<file path="config.mk">
export PLATFORM = sky130hd
export DESIGN_NAME = param_universal_shift_reg
export DESIGN_NICKNAME = d
export VERILOG_FILES = /design/src/rtl/param_universal_shift_reg.sv
export SDC_FILE = /design/constraint.sdc
export NUM_CORES = 1
export LEC_CHECK = 0
export ABC_AREA = 1
export CAP_MARGIN = 30
export CORE_MARGIN = 1.5
export CORE_UTILIZATION = 25
export CTS_CLUSTER_DIAMETER = 30
export DETAILED_ROUTE_END_ITERATION = 8
export SLEW_MARGIN = 30
export SYNTH_ARGS = -nofsm -noshare
export SYNTH_HDL_FRONTEND = slang
export SYNTH_SLANG_ARGS = --single-unit
</file>
<file path="constraint.sdc">
create_clock -name clk -period 1.66 [get_ports clk]
set_clock_uncertainty 0.05 [all_clocks]
set_input_delay 0.332 -clock clk [delete_from_list [all_inputs] [get_ports clk]]
set_output_delay 0.332 -clock clk [all_outputs]
set_load 0.05 [all_outputs]
</file>
<file path="src/rtl/param_universal_shift_reg.sv">
// Parametrised universal shift register with an N-position burst sequencer.
// Optional rotate modes (sel 101/110) are enabled by defining USR_ROTATE_EN.
module param_universal_shift_reg #(
    parameter int                  WIDTH     = 8,
    parameter logic [WIDTH-1:0]    RESET_VAL = '0,
    localparam int                 SW        = $clog2(WIDTH + 1)
) (
    input  logic             clk,
    input  logic             reset,
    input  logic             en,
    input  logic [2:0]       sel,
    input  logic [WIDTH-1:0] d,
    input  logic             sin_r,
    input  logic             sin_l,
    input  logic             start,
    input  logic [SW-1:0]    shamt,
    output logic [WIDTH-1:0] q,
    output logic             sout_r,
    output logic             sout_l,
    output logic             busy,
    output logic             done
);

    // state | meaning
    // IDLE  | single-step ops on en, burst launch on start
    // RUN   | applies latched op once per cycle until count reaches 0
    // DONE  | one-cycle completion pulse, q holds
    typedef enum logic [1:0] {
        IDLE = 2'd0,
        RUN  = 2'd1,
        DONE = 2'd2
    } state_t;

    state_t           state, state_nxt;
    logic [WIDTH-1:0] q_nxt;
    logic [SW-1:0]    cnt, cnt_nxt;
    logic [2:0]       op, op_nxt;

    function automatic logic [WIDTH-1:0] apply_op(
        input logic [2:0]       code,
        input logic [WIDTH-1:0] cur,
        input logic [WIDTH-1:0] din,
        input logic             sr,
        input logic             sl
    );
        logic [WIDTH-1:0] res;
        res = cur;
        case (code)
            3'b001:  res = {sr, cur[WIDTH-1:1]};
            3'b010:  res = {cur[WIDTH-2:0], sl};
            3'b011:  res = din;
            3'b100:  res = {cur[WIDTH-1], cur[WIDTH-1:1]};
`ifdef USR_ROTATE_EN
            3'b101:  res = {cur[0], cur[WIDTH-1:1]};
            3'b110:  res = {cur[WIDTH-2:0], cur[WIDTH-1]};
`endif
            default: res = cur;
        endcase
        return res;
    endfunction

    function automatic logic is_shift(input logic [2:0] code);
        logic r;
        case (code)
            3'b001, 3'b010, 3'b100: r = 1'b1;
`ifdef USR_ROTATE_EN
            3'b101, 3'b110:         r = 1'b1;
`endif
            default:                r = 1'b0;
        endcase
        return r;
    endfunction

    always_ff @(posedge clk or negedge reset) begin
        if (!reset) begin
            state <= IDLE;
            q     <= RESET_VAL;
            cnt   <= '0;
            op    <= '0;
        end else begin
            state <= state_nxt;
            q     <= q_nxt;
            cnt   <= cnt_nxt;
            op    <= op_nxt;
        end
    end

    always_comb begin
        state_nxt = state;
        q_nxt     = q;
        cnt_nxt   = cnt;
        op_nxt    = op;
        case (state)
            IDLE: begin
                if (start) begin
                    if (is_shift(sel) && (shamt != '0)) begin
                        op_nxt    = sel;
                        // saturate oversize requests to a full-width burst
                        cnt_nxt   = (shamt > SW'(WIDTH)) ? SW'(WIDTH) : shamt;
                        state_nxt = RUN;
                    end else begin
                        state_nxt = DONE;
                    end
                end else if (en) begin
                    q_nxt = apply_op(sel, q, d, sin_r, sin_l);
                end
            end
            RUN: begin
                q_nxt   = apply_op(op, q, d, sin_r, sin_l);
                cnt_nxt = cnt - SW'(1);
                if (cnt == SW'(1)) begin
                    state_nxt = DONE;
                end
            end
            DONE: begin
                state_nxt = IDLE;
            end
            default: begin
                state_nxt = IDLE;
            end
        endcase
    end

    assign sout_r = q[0];
    assign sout_l = q[WIDTH-1];
    assign busy   = (state == RUN);
    assign done   = (state == DONE);

endmodule

</file>
Word level (Yosys, flattened, before mapping)
Index checks and enable logic that the tools add are counted.
- magnitude comparators: 1
- muxes and demuxes: 16
- $add $sub $neg: 1
- equal/unequal tests: 22
- reductions and logical operators: 10
- operators with widths (kind ; count):
    8-bit one-hot mux with 4 select lines ; 2
    8-bit 2-to-1 mux ; 2
    8-bit one-hot mux with 2 select lines ; 1
    3-bit by 2-bit equality test with 1-bit output, second input constant ; 4
    4-bit 2-to-1 mux ; 3
    2-bit inequality test, second input constant ; 6
    5-bit by 1-bit inequality test with 1-bit output, second input constant ; 2
    4-bit by 1-bit inequality test with 1-bit output, second input constant ; 2
    4-bit one-hot mux with 2 select lines ; 1
    7-bit AND reduction ; 1
    3-bit by 1-bit equality test with 1-bit output, second input constant ; 2
    3-bit equality test, second input constant ; 2
    2-bit 2-to-1 mux ; 3
    3-bit AND reduction ; 2
    5-bit AND reduction ; 1
    4-bit by 1-bit equality test with 1-bit output, second input constant ; 1
    4-bit > comparator, second input constant ; 1
    2-bit one-hot mux with 2 select lines ; 1
    4-bit nonzero test ; 1
    4-bit by 1-bit subtractor with 4-bit output, second input constant ; 1
    1-bit 2-to-1 mux ; 3
    3-bit OR reduction ; 1
    2-bit by 1-bit equality test with 1-bit output, second input constant ; 1
    2-bit equality test, second input constant ; 1
    5 further kinds ; 5
- input port bits: 21
- logic and storage cells: 55
- flip-flop bits (word level): 17
- output and inout bits: 12

Logic depth before layout (Yosys ltp)
- depth in word-level cells: 9
- depth in mapped cells: 9
- gate-level depth less buffers: 9

Worst setup path before layout
No wires, ideal clock.
- path type: register -> output
- start: register state[1]
- end: output port done
- slack: 165 ps
- data arrival time: 1113 ps
- required time: 1278 ps
- cell stages (with the launch flop): 3
- path through: dfrtp_1 -> inv_1 -> nor2_1
- cells in the longest elaborated chain, start to end: 1
- RTL lines (item ; RTL line ; source):
    from (decl) ; 34 ; state_t state, state_nxt;
    from (signal assigned) ; 81 ; state <= state_nxt;
    2-bit equality test ; 127 ; assign done = (state == DONE);
    to (decl) ; 21 ; output logic done
No other way between the ends.

Final worst setup path
- start: register state[1]
- end: output port busy
- cells in the longest elaborated chain, start to end: 1
- RTL lines (item ; RTL line ; source):
    2-bit by 1-bit equality test with 1-bit output ; 126 ; assign busy = (state == RUN);
    to (decl) ; 20 ; output logic busy,
No other way between the ends.

==> results by group <==
Run status
  • Status: complete, no violations

Timing
  • Hold Fails Final Rpt: 0
  • Period minus WS final: about 1600 ps
  • Tcrit/Tclk final: 0.959
  • Final Max Tran Viols: 0
  • # setup viols final: 0
  • Slew @ Worst Pin: around 320 ps
  • Fmax: ~0.63 GHz
  • RSZ-0062 raised after global routing: false
  • Min Hold Slack: roughly 360 ps
  • Max-slew headroom: 0.789

Logic synthesis
  • Average cell area after synthesis: about 6.4 um^2
  • Synth unique cells: 22
  • Yosys warnings: 0
  • Sequential-to-total area share from yosys stat: 0.328
  • Post-synthesis instance area: roughly 0.0013 mm^2
  • Synthesized flop and latch total: 17
  • Post-Syn Instances: around 200
  • Synthesized Nets: ~230

Place
  • I/O Buffers: 32
  • Placed Cells: 317
  • HPWL Detailed: ~2.7 mm
  • Routability cong.: around 0.84

Die
  • Row cnt: 26
  • # IOs: 33
  • Initial Utilization: 0.257
  • Die area: 0.00563 mm^2
  • Die height: 75.0 um
  • Die width: between 70 and 80 um
  • Core region area: 0.00504 mm^2

Setup path
  • WP data arrival: 1210 ps
  • Crit start category: flop
  • CP Class: flop to primary output
  • Critical R2R Launch: op[2]$_DFFE_PN0P_
  • Crit-path max FO: 11
  • Critical Path RT: around 1300 ps
  • Worst setup EP type: primary output
  • CP Cell Sequence: nor2_4 -> buf_4 -> buf_12
  • CP max stage delay: approximately 430 ps
  • Worst path slowest cell: dfrtp_1
  • Worst r2r path cells: 7
  • CP Launch Point: state[1]$_DFFE_PN0P_

Job
  • Max Cap Viol: 0

Detailed routing
  • Router iterations before antenna repair: 4
  • DRC viols: 0
  • Post-DR wirelength/cell: about 11 um
  • Antenna Nets Post-Route: 0
  • Vias: approximately 1400
  • Vias per cell: 4.47
  • DRT iter0 DRCs: roughly 70
  • Detailed Route WL: about 3.7 mm

Pwr
  • Peak supply drop: approximately 0.00055 V
  • PwrDens: between 1500 and 2000 mW/mm^2
  • P_leak: around 0.90 nW

Clock tree
  • H-tree depth: 1
  • Clk_lat worst skew: ~240 ps
  • TritonCTS Buffers: 3
  • Root Driver: clkbuf_8
  • Clk slew on worst S/H paths: 80 ps
  • CTS Buffer Depth: 2
  • CTS tree: done
  • Post-CTS Hold Buffers: 0
  • # clock sinks: 17

Finish
  • Non-Filler Instances: about 320
  • Ant diodes: 0
  • Filler instances: between 500 and 600
  • # nets final: 275
  • Share of cells above drive strength 1: 0.191
  • Synth-to-Final Area Change: 52.6%

Global route
  • Initial antenna violation count: 0
  • Vias in the first global route: between 1000 and 1500
  • First-pass GRT wire length: between 6 and 7 mm
  • Pin count of the biggest net entering global routing: 19
  • Overflow after GRT: 0
  • Gr usage total: 0.144

Worst hold path
  • HP Class: primary input to async pin
## metrics by stage
| step | total power [mW] | utilization | area, um^2 | TNS (ps) | worst slack, ps |
|---|---|---|---|---|---|
| after floorplan | 2.16 | - | 1300 | 0 | 165 |
| after global placement | 3.04 | 0.383 | 1930 | -1030 | -82.5 |
| after detailed placement | 3.07 | 0.383 | 1930 | -1290 | -125 |
| after CTS | 3.40 | 0.392 | 1970 | 0 | 72.2 |
| after global routing | 3.68 | 0.393 | 1980 | 0 | 0.668 |
| final | 3.39 | 0.393 | 1980 | 0 | 68.1 |
## worst paths after layout
kind,slack [ps],end
max in group asynchronous,990,op[0]$_DFFE_PN0P_
hold / removal,360,q[3]$_DFFE_PN0P_
hold reg to reg,440,cnt[1]$_DFFE_PN0P_
min in group clk,440,cnt[1]$_DFFE_PN0P_
setup / recovery,70,busy
setup reg to reg,210,q[3]$_DFFE_PN0P_
## routing by layer
metal	share of wire	wire length [um]	GRT usage	up-vias
li1	-	-	-	759
met2	0.47	1710	0.243	30
met4	0.011	40	0.0465	0
met3	0.034	126	0.0254	4
met5	0	0	0	-
met1	0.49	1790	0.187	642
## layout make-up
cell class,instances,area (um^2),share of cell area
Tap cell,70,87.6,0.0442
Timing Repair Buffer,49,581,0.293
Multi-Input combinational cell,165,778,0.393
Sequential cell,17,425,0.215
Clock buffer,4,45.0,0.0228
Inverter,16,62.6,0.0316
## placed cells by master, fill, tap and decap left out
cell type,n
ha_1,2
nor3_1,1
buf_4,16
clkdlybuf4s50_1,20
xnor2_1,1
nand2_1,75
o21ai_1,7
clkbuf_1,1
clkbuf_8,3
nor2_2,4
nor2_4,2
dfrtp_1,17
nand3_1,31
nand4_1,2
inv_1,12
nand2_2,4
a21oi_1,18
buf_12,13
nand4_2,1
inv_2,3
nor2_1,8
o21ai_0,8
inv_4,1
nand3_2,1
## synth_stat cells (all sizes together)
library cell  number  area share
nand2             79        0.24
nand3             32        0.13
a21oi             18       0.069
dfrtp             17        0.33
inv               16       0.048
o21ai             15       0.058
nor2              14       0.056
buf                5       0.028
nand4              3       0.019
ha                 2       0.019
nor3               1      0.0039
xnor2              1      0.0068
## worst max-delay path: cells and delay by family, from the launching register on
| kind | cells | cell delay (ps) |
|---|---|---|
| and+or+nand+nor | 1 | 150 |
| buffers and inverters | 2 | 380 |
| DFF | 1 | 430 |
## registers in the layout, summed over array words and instances (netlist names)
register	flops
state	2
q	8
op	3
cnt	4
## logic make-up after synthesis
family / count (synthesis) / synth area share
compound gates: 33 / 0.127
xor+xnor: 1 / 0.00675
fa+ha+maj: 2 / 0.0193
buf+inv: 21 / 0.0762
flops: 17 / 0.328
simple gates: 129 / 0.443
## power by group
part / total, mW / switching [mW] / internal [mW] / leakage, nW
sequential: 0.869 / 0.277 / 0.592 / 0.217
clock: 0.319 / 0.149 / 0.170 / 0.0228
combinational: 2.20 / 1.24 / 0.960 / 0.665
total: 3.39 / 1.67 / 1.72 / 0.905
## repair_timing
| item | 4_1_cts | 5_1_grt |
|---|---|---|
| setup buffers | 0 | 0 |
| endpoints found under the setup margin | 0 | 1 |
| resized for setup | 0 | 1 |
(Power assumes the default switching activity.)
